**src/rtl/wb_decoder_pkg.sv**
```systemverilog
// Shared types and helpers for the Wishbone slave-side address decoder.
// Holds the FSM state type, select-width helper and timeout counter width.
package wb_decoder_pkg;

    typedef enum logic [1:0] {
        ST_IDLE  = 2'd0,
        ST_BUSY  = 2'd1,
        ST_ABORT = 2'd2
    } state_t;

    localparam int TO_W = 16;

    function automatic int sel_w(input int n);
        return (n > 1) ? $clog2(n) : 1;
    endfunction

endpackage

```
**src/rtl/wb_addr_match.sv**
```systemverilog
// Combinational address window matcher with lowest-index priority.
// Reports whether any window hit and which one.
module wb_addr_match
    import wb_decoder_pkg::*;
#(
    parameter int N  = 4,
    parameter int AW = 32,
    localparam int IW = sel_w(N)
) (
    input  logic [AW-1:0]   adr,
    input  logic [N*AW-1:0] base,
    input  logic [N*AW-1:0] mask,
    output logic            hit,
    output logic [IW-1:0]   idx
);

    // Scan downwards so the lowest matching window is the last one written.
    always_comb begin
        hit = 1'b0;
        idx = '0;
        for (int i = N - 1; i >= 0; i--) begin
            if ((adr & mask[i*AW +: AW]) == base[i*AW +: AW]) begin
                hit = 1'b1;
                idx = IW'(i);
            end
        end
    end

endmodule

```
**src/rtl/wb_decoder.sv**
```systemverilog
// Wishbone B4 classic single-master to multi-slave decoder and router.
// Optional stall timeout is built when WB_DECODER_TIMEOUT_EN is defined.
module wb_decoder
    import wb_decoder_pkg::*;
#(
    parameter int                     NUM_SLAVES = 4,
    parameter int                     AW         = 32,
    parameter int                     DW         = 32,
    parameter logic [NUM_SLAVES*AW-1:0] SLAVE_ADDR = '0,
    parameter logic [NUM_SLAVES*AW-1:0] SLAVE_MASK = '0,
    parameter int                     TIMEOUT    = 255,
    localparam int                    SW         = sel_w(NUM_SLAVES)
) (
    input  logic                     wb_clk,
    input  logic                     wb_rst,
    input  logic [AW-1:0]            wbm_adr_i,
    input  logic [DW-1:0]            wbm_dat_i,
    input  logic [DW/8-1:0]          wbm_sel_i,
    input  logic                     wbm_we_i,
    input  logic                     wbm_cyc_i,
    input  logic                     wbm_stb_i,
    output logic [DW-1:0]            wbm_dat_o,
    output logic                     wbm_ack_o,
    output logic                     wbm_err_o,
    output logic [AW-1:0]            wbs_adr_o,
    output logic [DW-1:0]            wbs_dat_o,
    output logic [DW/8-1:0]          wbs_sel_o,
    output logic                     wbs_we_o,
    output logic [NUM_SLAVES-1:0]    wbs_cyc_o,
    output logic [NUM_SLAVES-1:0]    wbs_stb_o,
    input  logic [NUM_SLAVES*DW-1:0] wbs_dat_i,
    input  logic [NUM_SLAVES-1:0]    wbs_ack_i,
    input  logic [NUM_SLAVES-1:0]    wbs_err_i,
    output logic                     active,
    output logic [SW-1:0]            slave_sel
);

    state_t state, state_n;
    logic [SW-1:0] sel_n;
    logic abort_pulse, abort_n;
    logic busy;
    logic hit;
    logic [SW-1:0] hit_idx;
    logic [NUM_SLAVES-1:0] sel_oh;
    logic [DW-1:0] s_dat;
    logic s_ack, s_err, s_resp;
    logic to_fire;

    wb_addr_match #(
        .N  (NUM_SLAVES),
        .AW (AW)
    ) u_match (
        .adr  (wbm_adr_i),
        .base (SLAVE_ADDR),
        .mask (SLAVE_MASK),
        .hit  (hit),
        .idx  (hit_idx)
    );

    assign busy = (state == ST_BUSY);

    always_comb begin
        sel_oh = '0;
        s_dat  = '0;
        s_ack  = 1'b0;
        s_err  = 1'b0;
        for (int i = 0; i < NUM_SLAVES; i++) begin
            if (busy && slave_sel == SW'(i)) begin
                sel_oh[i] = 1'b1;
                s_dat     = wbs_dat_i[i*DW +: DW];
                s_ack     = wbs_ack_i[i];
                s_err     = wbs_err_i[i];
            end
        end
    end

    assign s_resp = s_ack | s_err;

`ifdef WB_DECODER_TIMEOUT_EN
    logic [TO_W-1:0] to_cnt;

    // Counts only unanswered strobe cycles of the routed slave.
    always_ff @(posedge wb_clk) begin
        if (wb_rst || !busy || !wbm_stb_i || s_resp) begin
            to_cnt <= '0;
        end else begin
            to_cnt <= to_cnt + 1'b1;
        end
    end

    assign to_fire = busy && wbm_cyc_i && wbm_stb_i && !s_resp
                     && (to_cnt == TO_W'(TIMEOUT));
`else
    logic unused_timeout;
    assign unused_timeout = |TO_W'(TIMEOUT);
    assign to_fire = 1'b0;
`endif

    always_comb begin
        state_n = state;
        sel_n   = slave_sel;
        abort_n = 1'b0;
        unique case (state)
            ST_IDLE: begin
                if (wbm_cyc_i && wbm_stb_i) begin
                    if (hit) begin
                        state_n = ST_BUSY;
                        sel_n   = hit_idx;
                    end else begin
                        state_n = ST_ABORT;
                        abort_n = 1'b1;
                    end
                end
            end
            ST_BUSY: begin
                if (!wbm_cyc_i) begin
                    state_n = ST_IDLE;
                end else if (to_fire) begin
                    state_n = ST_ABORT;
                    abort_n = 1'b1;
                end
            end
            ST_ABORT: begin
                if (!wbm_cyc_i) begin
                    state_n = ST_IDLE;
                end
            end
            default: state_n = ST_IDLE;
        endcase
    end

    always_ff @(posedge wb_clk) begin
        if (wb_rst) begin
            state       <= ST_IDLE;
            slave_sel   <= '0;
            abort_pulse <= 1'b0;
        end else begin
            state       <= state_n;
            slave_sel   <= sel_n;
            abort_pulse <= abort_n;
        end
    end

    assign wbs_adr_o = wbm_adr_i;
    assign wbs_dat_o = wbm_dat_i;
    assign wbs_sel_o = wbm_sel_i;
    assign wbs_we_o  = wbm_we_i;

    assign wbs_cyc_o = sel_oh & {NUM_SLAVES{wbm_cyc_i}};
    assign wbs_stb_o = sel_oh & {NUM_SLAVES{wbm_stb_i}};

    // abort_pulse is only ever set on entry to ABORT, so it lasts one cycle.
    assign wbm_dat_o = s_dat;
    assign wbm_ack_o = s_ack;
    assign wbm_err_o = s_err | abort_pulse;
    assign active    = busy;

endmodule

```
**config.mk**
```make
export PLATFORM = sky130hd
export DESIGN_NAME = wb_decoder
export DESIGN_NICKNAME = d
export VERILOG_FILES = /design/src/rtl/wb_decoder_pkg.sv /design/src/rtl/wb_addr_match.sv /design/src/rtl/wb_decoder.sv
export SDC_FILE = /design/constraint.sdc
export NUM_CORES = 1
export LEC_CHECK = 0
export BUFFER_PORTS_ARGS = -buffer_cell sky130_fd_sc_hd__buf_2
export CAP_MARGIN = 20
export CORE_AREA = 4 4 122 124
export CTS_CLUSTER_DIAMETER = 120
export CTS_CLUSTER_SIZE = 16
export DETAILED_ROUTE_END_ITERATION = 16
export DIE_AREA = 0 0 126 128
export GPL_TIMING_DRIVEN = 0
export PLACE_DENSITY = 0.39
export SLEW_MARGIN = 40
export SYNTH_ARGS = -nofsm -noshare
export SYNTH_HDL_FRONTEND = slang
export SYNTH_SLANG_ARGS = --single-unit
```
**constraint.sdc**
```tcl
create_clock -name wb_clk -period 1.06 [get_ports wb_clk]
set_clock_uncertainty 0.05 [all_clocks]
set_input_delay 0.212 -clock wb_clk [delete_from_list [all_inputs] [get_ports wb_clk]]
set_output_delay 0.212 -clock wb_clk [all_outputs]
set_load 0.05 [all_outputs]
```
== Yosys cells after proc, flatten, opt, wreduce, memory -nomap -nowiden ==
Index checks and enable logic that the tools add are counted.

* Bits in registers: 2
* Latch bits: 0
* Bits in writable memories: 0
* ROM bits: 0
* Input bits: 209
* Word-level logic and storage cells: 18
* Memories kept: 0

* $add $sub $neg: 0
* Multipliers: 0
* Div/mod/pow operators: 0
* Order comparisons: 0
* Equality and inequality tests: 4
* Shift operators: 0
* Mux-type cells: 7
* Bitwise gates (word level): 2
* Reductions and logical operators: 4

{| class="wikitable"
|+ Operator list
! cell !! count
|-
| $mux 32 || 1
|-
| $and 1x4->4 || 2
|-
| $mux 2 || 2
|-
| $ne 2x2->1 const B || 2
|-
| $pmux 2 s2 || 1
|-
| $mux 1 || 3
|-
| $eq 2x1->1 const B || 1
|-
| $eq 2x2->1 const B || 1
|-
| $logic_not 2->1 || 1
|-
| $reduce_and 2->1 || 1
|-
| $reduce_or 2->1 || 1
|-
| $logic_and 1x1->1 || 1
|}

== Longest topological paths before layout ==
Gate-level depths: netlist (run 1).

* Word-level depth: 4
* Mapped depth: 2
* Mapped depth without buffers: 2

== By module ==
A second synthesis (run 1) with hierarchy kept.

* Cell total of the unflattened synthesis: 575
* Area total of the unflattened synthesis: 4134.0 µm²

{| class="wikitable"
|+ By module, submodules not included
! module !! instances !! cells each !! area each (µm²) !! seq. area each (µm²)
|-
| wb_addr_match || 1 || 351 || 2397.3 || 0.0
|-
| wb_decoder || 1 || 224 || 1736.7 || 100.1
|}

== Least setup slack after synthesis (run 1) ==
Ideal clock, no wire load.

* Path type: reg-to-output
* Start: register state[0]
* End: output port wbm_dat_o[0]
* Arrival time: 1278 ps
* Data required time: 798 ps
* Setup slack: -480 ps
* Cell stages (with the launch flop): 3
* Path through: dfxtp_1 clkbuf_2 and2_2

* Longest elaborated chain between the ends: 2

{| class="wikitable"
|+ RTL lines
! item !! line !! RTL
|-
| from (decl) || wb_decoder.sv:38 || <nowiki>state_t state, state_n;</nowiki>
|-
| from (signal assigned) || wb_decoder.sv:138 || <nowiki>state <= state_n;</nowiki>
|-
| $eq 2x1->1 || wb_decoder.sv:60 || <nowiki>assign busy = (state == ST_BUSY);</nowiki>
|-
| $mux 32 || wb_decoder.sv:68 || <nowiki>if (busy && slave_sel == SW'(i)) begin</nowiki>
|-
| to (decl) || wb_decoder.sv:22 || <nowiki>output logic [DW-1:0] wbm_dat_o,</nowiki>
|}

No other way between the ends.

== Worst setup path in the final report (run 1) ==
* Start: register state[0]
* End: output port wbm_dat_o[15]

Same word-level chain as after synthesis.

==> results_dict.tcl, run 1 <==
set metrics [dict create \
    outcome "finished with violations" \
    violations "negative setup slack" \
    clockPowerShare 0 \
    grt_max_degree 11 \
    synth_area_um2 898.4 \
    dp.final_hpwl_um 3559 \
    io_buffers 143 \
    netSwitchingPower_w 0.0008886 \
    ys_warn_count 0 \
    synthToLayoutAreaGrowth_pct 159.5 \
    path_cells "buf_8, and2_4, buf_8" \
    place.gp.congestion 0.7061 \
    fin_crit_ps 1103 \
    fmax_mhz 906.5 \
    layout-drive-gt1-share 0.9634 \
    seqCellArea_um2 23.77 \
    p_leak_nw 1.292 \
    clk_latency_ps 0 \
    crit_type "flop to output port" \
    synth.ff_latch_count 1 \
    drt-pass1-iter-count 2 \
    regMostFlops "state" \
    antenna_found_initial 0 \
    cap_violations 0 \
    grt-ovfl-total 0 \
    arrival_ps 840 \
    whs_ps 317.8 \
    slew_violations 0 \
    hold_path.class "primary input to flop" \
    initial_core_util 0.06523 \
    largest_reg_flops 1 \
    fp-row-count 43 \
    fin_crit_sh 1.041 \
    num_vias 1179 \
    post-route-cell-area_mm2 0.002331 \
    grt_pass1_wl_um 5561 \
    largestRegisters "state: 1 flops" \
    dp_cells 450 \
    fin_ws_ps -43.15 \
    antenna_left 0 \
    setup_viol 37 \
    coreArea_mm2 0.01377 \
    cellInternalPower_w 0.0005449 \
    power_density_mw_per_mm2 615.0 \
    totalWireLength_um 4164 \
    max-vdd-ir-drop_uv 224.4 \
    avgSynthCellArea_um2 7.486 \
    clkTransAtPathRegs_ps 0 \
    nNetsFinal 484 \
    drcViolationCount 0 \
    hold_viol_final 0 \
    track_usage 0.04079 \
    post_drt_wl_per_cell_um 9.192 \
    pwr-share-comb 0.968 \
    crit_path_max_incr_delay_ps 400 \
    start_kind "flop" \
    fp.dieW_um 126 \
    multi_input_area_um2 354.1 \
    finalSetupTns_ps -1319 \
    endpoint_kind "output port" \
    ys_seq_area_frac 0.02228 \
    seqPwrFrac 0.032 \
    nFillCells 1569 \
    drt_iter0_markers 2 \
    path_max_fanout 10 \
    die_y_um 128 \
    diodes 0 \
    die_area_mm2 0.01613 \
    grt_pass1_vias 1096 \
    placed_cell_area_mm2 0.001933 \
    crit_path_frequent_cell "buf_8" \
    yosysUniqueCellTypes 7 \
    rsz0062_at_grt "true" \
    critPathSlowestCell "dfxtp_4" \
    switching_share 0.6199 \
    syn_inst 120 \
    viasPerCell 2.603 \
    layoutNonFillerInstCount 453 \
    pin_count 323 \
    critical_path_required_ps 800 \
]
## worst max-delay path: cells and delay by family (launching register included)
family	cells	cell delay, ps
buffers and inverters	2	280
DFF	1	400
and+or+nand+nor	1	150
## cell usage after synthesis
cell,instances,area share
clkbuf_2,3,0.017
buf_4,77,0.64
nor2_1,1,0.0042
conb_1,1,0.0042
nor3b_1,1,0.0084
dfxtp_1,1,0.022
and2_2,36,0.30
## cells in the final DEF, fill, tap and decap left out, drive strengths merged
cell and count:
nor3b 1, conb 8, dfxtp 1, nor2 1
buf 226, and2 36
## final timing paths
check | slack (ps) | startpoint | to | cells past startpoint
max | -40 | state[0] | wbm_dat_o[15] | 3
min | 320 | wb_rst | state[0] | 2
min reg2reg | 810 | state[0] | state[0] | 4
max reg2reg | 40 | state[0] | state[0] | 4
## logic make-up after synthesis
| group | count (synthesis) | share of synthesized area |
|---|---|---|
| other cells | 1 | 0.004174 |
| buf+inv | 80 | 0.6602 |
| flops | 1 | 0.02229 |
| simple gates | 38 | 0.3134 |
## final cells by class
type	count	area share
plain buffers	80	0.2673
multi-input cells	46	0.1519
flip-flops and latches	1	0.01020
well taps	180	0.09662
repair buffers	146	0.4740
## power groups by stage
stage | combinational, W | sequential, W | clock, W
floorplan | 0.00103 | 0.0000493 | 0
global placement | 0.00127 | 0.0000474 | 0
detailed placement | 0.00127 | 0.0000475 | 0
CTS | 0.00139 | 0.0000450 | 0
global route | 0.00145 | 0.0000469 | 0
finish | 0.00139 | 0.0000459 | 0
## per-stage QoR
stage | setup WS, ps | power (W) | util
final | -43.15 | 0.001433 | 0.1692
after global routing | -82.77 | 0.001493 | 0.1692
after detailed placement | -219.8 | 0.001315 | 0.1404
after global placement | -214.8 | 0.001314 | 0.1404
after floorplan | -86.33 | 0.001075 | -
after CTS | -69.91 | 0.001437 | 0.1690
## repair_timing
item                       4_1_cts  5_1_grt
setup endpoints to repair       36       38
pin swaps                        1        1
resized for setup              115        3
buffers inserted                 3        0
hold buffers                     0        0
## per-layer routing
layer  track usage  up-vias  wire length (um)
met3       0.02083        0               765
met1       0.04106      489              1124
met2       0.07981      110              2274
met5             0        -                 0
li1              -      580                 -
met4             0        0                 0
(Power assumes the default switching activity.)
==> inputs of run 2 (changes only) <==
- RECOVER_POWER: unset -> 50
==> run 2 against run 1 <==
  * The flow still finishes with violations (negative setup slack)
  * Highest routed layer unchanged
  * Critical path type unchanged
  * Critical endpoint unchanged
  * Sequential power is essentially flat
  * Critical path depth is the same
  * Combinational power is essentially flat
  * Final area is the same
  * Global-route usage is the same
==> results_dict.tcl, run 2 (synthesis results as in run 1) <==
set metrics [dict create \
    outcome "finished with violations" \
    violations "negative setup slack" \
    fin_ws_ps -43.15 \
    power_density_mw_per_mm2 615.3 \
    ctsHoldBuffers 0 \
    grt_max_degree 11 \
    drt_iter0_markers 2 \
    seqCellArea_um2 23.77 \
    hold_path.class "primary input to flop" \
    nNetsFinal 484 \
    drt-pass1-iter-count 2 \
    cap_violations 0 \
    largest_reg_flops 1 \
    num_vias 1177 \
    final_cell_mix "buf_4, buf_2, buf_8, and2_4, clkbuf_2" \
    arrival_ps 840 \
    dp.final_hpwl_um 3559 \
    diodes 0 \
    multi_input_area_um2 354.1 \
    placed_cell_area_mm2 0.001933 \
    slew_violations 0 \
    place.gp.congestion 0.7061 \
    layout-drive-gt1-share 0.9634 \
    fp.dieW_um 126 \
    regMostFlops "state" \
    endpoint_kind "output port" \
    hold_viol_final 0 \
    synthToLayoutAreaGrowth_pct 159.5 \
    post-route-cell-area_mm2 0.002331 \
    track_usage 0.04079 \
    setup_viol 37 \
    clkTransAtPathRegs_ps 0 \
    mostFrequentLayoutCell "buf_4" \
    die_area_mm2 0.01613 \
    drcViolationCount 0 \
    pin_count 323 \
    initial_core_util 0.06523 \
    crit_type "flop to output port" \
    max-vdd-ir-drop_uv 224.7 \
    antenna_found_initial 0 \
    largestRegisters "state: 1 flops" \
    rsz0062_at_grt "true" \
    fp-row-count 43 \
    coreArea_mm2 0.01377 \
    viasPerCell 2.598 \
    fin_crit_sh 1.041 \
    die_y_um 128 \
    critical_path_required_ps 800 \
    path_max_fanout 10 \
    fin_crit_ps 1103 \
    p_leak_nw 1.300 \
    io_buffers 143 \
    nFillCells 1569 \
    fmax_mhz 906.5 \
    grt-ovfl-total 0 \
    antenna_left 0 \
    post_drt_wl_per_cell_um 9.190 \
    totalWireLength_um 4163 \
    grt_pass1_wl_um 5561 \
    start_kind "flop" \
    clk_latency_ps 0 \
    grt_pass1_vias 1096 \
    finalSetupTns_ps -1319 \
]
==> run 2: cell count changes in the layout (fill, tap and decap cells not counted) <==
cell,change
clkbuf_2,+34
buf_2,-34
==> run 2: worst paths after layout <==
kind	startpoint	endpoint	slack (ps)	cells past startpoint
max reg2reg	state[0]	state[0]	40	4
min	wb_rst	state[0]	320	2
max	state[0]	wbm_dat_o[15]	-40	3
min reg2reg	state[0]	state[0]	810	4
==> run 2: report_power, final <==
group | internal, W | switching (W) | leakage [nW]
combinational | 0.000504 | 0.000885 | 1.29
sequential | 0.0000392 | 0.00000671 | 0.00891
clock | 0 | 0 | 0
total | 0.000543 | 0.000891 | 1.30
==> run 2: what timing repair did <==
action / 4_1_cts / 5_1_grt
gates resized for setup: 115 / 3
buffers inserted: 3 / 0
setup endpoints to repair: 36 / 38
cloned: 0 / 0
pin swaps: 1 / 1
==> run 2: final cells by class <==
class	instances	share of cell area
timing repair buffer	146	0.4740
sequential	1	0.01020
multi-input combinational	46	0.1519
tap	180	0.09662
buffer	80	0.2673
==> run 2: through the flow <==
stage	instances	utilization	worst slack [ps]	power [W]	hold slack, ps
3_3_place_gp	450	0.1404	-214.8	0.001314	322.3
2_1_floorplan	127	-	-86.33	0.001075	228.3
6_report	453	0.1692	-43.15	0.001434	317.8
5_1_grt	453	0.1692	-82.77	0.001494	327.8
3_5_place_dp	450	0.1404	-219.8	0.001315	318.3
4_1_cts	453	0.1690	-69.91	0.001437	318.3
==> run 2: routing by layer <==
| layer | vias up | share of wire | global-route usage | wire length [um] |
|---|---|---|---|---|
| li1 | 580 | - | - | - |
| met1 | 487 | 0.27 | 0.04106 | 1134 |
| met2 | 110 | 0.55 | 0.07981 | 2269 |
| met3 | 0 | 0.18 | 0.02083 | 758 |
| met4 | 0 | 0 | 0 | 0 |
| met5 | - | 0 | 0 | 0 |
==> run 2: worst max-delay path, cell delays in order, from the launching register on <==
cell     delay [ps]
dfxtp_4         400
buf_8           140
and2_4          150
buf_8           140
==> inputs of run 3 (changes only) <==
- BUFFER_PORTS_ARGS: -buffer_cell sky130_fd_sc_hd__buf_2 -> -buffer_cell sky130_fd_sc_hd__clkbuf_2
- CELL_PAD_IN_SITES_DETAIL_PLACEMENT: unset -> 0
- CELL_PAD_IN_SITES_GLOBAL_PLACEMENT: unset -> 1
- PLACE_DENSITY: 0.39 -> 0.73
==> run 3 against run 2 <==
  * Via count is 3.8% higher
  * Power is 3.8% higher
  * Setup slack worse by 38 ps
  * Die area stayed put
  * The flow still finishes with violations (negative setup slack)
  * Critical path depth stayed put
  * Fmax is 3.4% lower
  * Routed wire length is 0.38% higher
==> results_dict.tcl, run 3 (synthesis results as in run 1) <==
set metrics [dict create \
    ctsHoldBuffers 0 \
    crit_type "flop to output port" \
    fmax_mhz 876.0 \
    fin_crit_sh 1.077 \
    track_usage 0.04036 \
    viasPerCell 2.692 \
    setup_viol 37 \
    place.gp.congestion 0.7004 \
    final_cell_mix "clkbuf_2, buf_4, and2_4, clkbuf_4, clkbuf_16" \
    die_area_mm2 0.01613 \
    rrSetupSlack_ps 50 \
    nFillCells 1505 \
    worstHoldStart "wb_rst" \
    reg2reg_from "state[0]" \
    violations "negative setup slack" \
    start_kind "flop" \
    fp-row-count 43 \
    regMostFlops "state" \
    antenna_found_initial 0 \
    path_max_fanout 10 \
    nNetsFinal 485 \
    placed_cell_area_mm2 0.001933 \
    layout-drive-gt1-share 0.9708 \
    min_to "state[0]" \
    dp.final_hpwl_um 3502 \
    hold_viol_final 0 \
    critical_path_required_ps 800 \
    grt_max_degree 11 \
    p_leak_nw 1.408 \
    io_buffers 143 \
    pin_count 323 \
    num_vias 1222 \
    clk_latency_ps 0 \
    rsz0062_at_grt "true" \
    slew_violations 0 \
    largestRegisters "state: 1 flops" \
    fp.dieW_um 126 \
    largest_reg_flops 1 \
    r2r_cells 4 \
    antenna_left 0 \
    post-route-util 0.1900 \
    mostFrequentLayoutCell "clkbuf_2" \
    fin_ws_ps -81.56 \
    grt-ovfl-total 0 \
    die_y_um 128 \
    grt_pass1_vias 1157 \
    initial_core_util 0.06523 \
    drt-pass1-iter-count 2 \
    fin_crit_ps 1142 \
    outcome "finished with violations" \
    coreArea_mm2 0.01377 \
    diodes 0 \
    synthToLayoutAreaGrowth_pct 191.2 \
    post-route-cell-area_mm2 0.002616 \
    clkTransAtPathRegs_ps 0 \
    totalWireLength_um 4179 \
    r2r-end "state[0]" \
    arrival_ps 880 \
    endpoint_kind "output port" \
    grt_pass1_wl_um 5457 \
    drt_iter0_markers 3 \
    post_drt_wl_per_cell_um 9.205 \
    cap_violations 0 \
    hold_path.class "primary input to flop" \
    max-vdd-ir-drop_uv 253.1 \
    min_path_cells 2 \
    power_density_mw_per_mm2 569.1 \
    drcViolationCount 0 \
]
[run 3: metal layers]
| metal | vias up | global-route usage | part of all wire |
|---|---|---|---|
| met5 | - | 0 | 0 |
| met4 | 0 | 0 | 0 |
| met3 | 0 | 0.01833 | 0.19 |
| met2 | 143 | 0.08732 | 0.56 |
| met1 | 499 | 0.03530 | 0.25 |
| li1 | 580 | - | - |
[run 3: how the worst max path moves through the flow]
stage / cells after the start / from / end
3_3_place_gp: 3 / state[0] / wbm_dat_o[18]
6_report: 3 / state[0] / wbm_dat_o[6]
2_1_floorplan: 2 / state[0] / wbm_dat_o[0]
4_1_cts: 3 / state[0] / wbm_dat_o[20]
3_5_place_dp: 3 / state[0] / wbm_dat_o[18]
5_1_grt: 3 / state[0] / wbm_dat_o[6]
[run 3: worst max-delay path, cell delays in order (launching register included)]
cell and delay, ps:
dfxtp_4 420, buf_8 150, and2_4 150, clkbuf_16 150
[run 3: per-stage QoR]
stage | std cells | setup slack [ps] | power, W | setup TNS (ps) | hold slack (ps)
after floorplan | 127 | -86.33 | 0.001075 | -2608 | 228.3
after global placement | 450 | -265.9 | 0.001316 | -7893 | 353.9
after detailed placement | 450 | -260.5 | 0.001318 | -7601 | 353.7
after CTS | 454 | -120.4 | 0.001473 | -3759 | 353.8
after global routing | 454 | -128.4 | 0.001547 | -3923 | 361.5
final | 454 | -81.56 | 0.001489 | -2249 | 344.5
[run 3: timing repair]
action,in CTS,in global routing
pin swaps,2,9
gates resized for setup,100,27
endpoints found under the setup margin,36,38
buffers inserted,3,0
endpoints found under the hold margin,0,0
gates cloned,1,0
[run 3: power breakdown]
part | leakage, nW | total [W] | switching, W | internal, W
clock network | 0 | 0 | 0 | 0
logic | 1.40 | 0.00144 | 0.000891 | 0.000550
registers | 0.00891 | 0.0000469 | 0.00000770 | 0.0000392
total | 1.41 | 0.00149 | 0.000899 | 0.000590
[run 3: layout make-up]
class / instances / area (um^2) / share of cell area
Timing Repair Buffer: 147 / 1378 / 0.5265
Buffer: 80 / 623.1 / 0.2382
Multi-Input combinational cell: 46 / 366.6 / 0.1401
Tap cell: 180 / 225.2 / 0.08608
Sequential cell: 1 / 23.77 / 0.009087
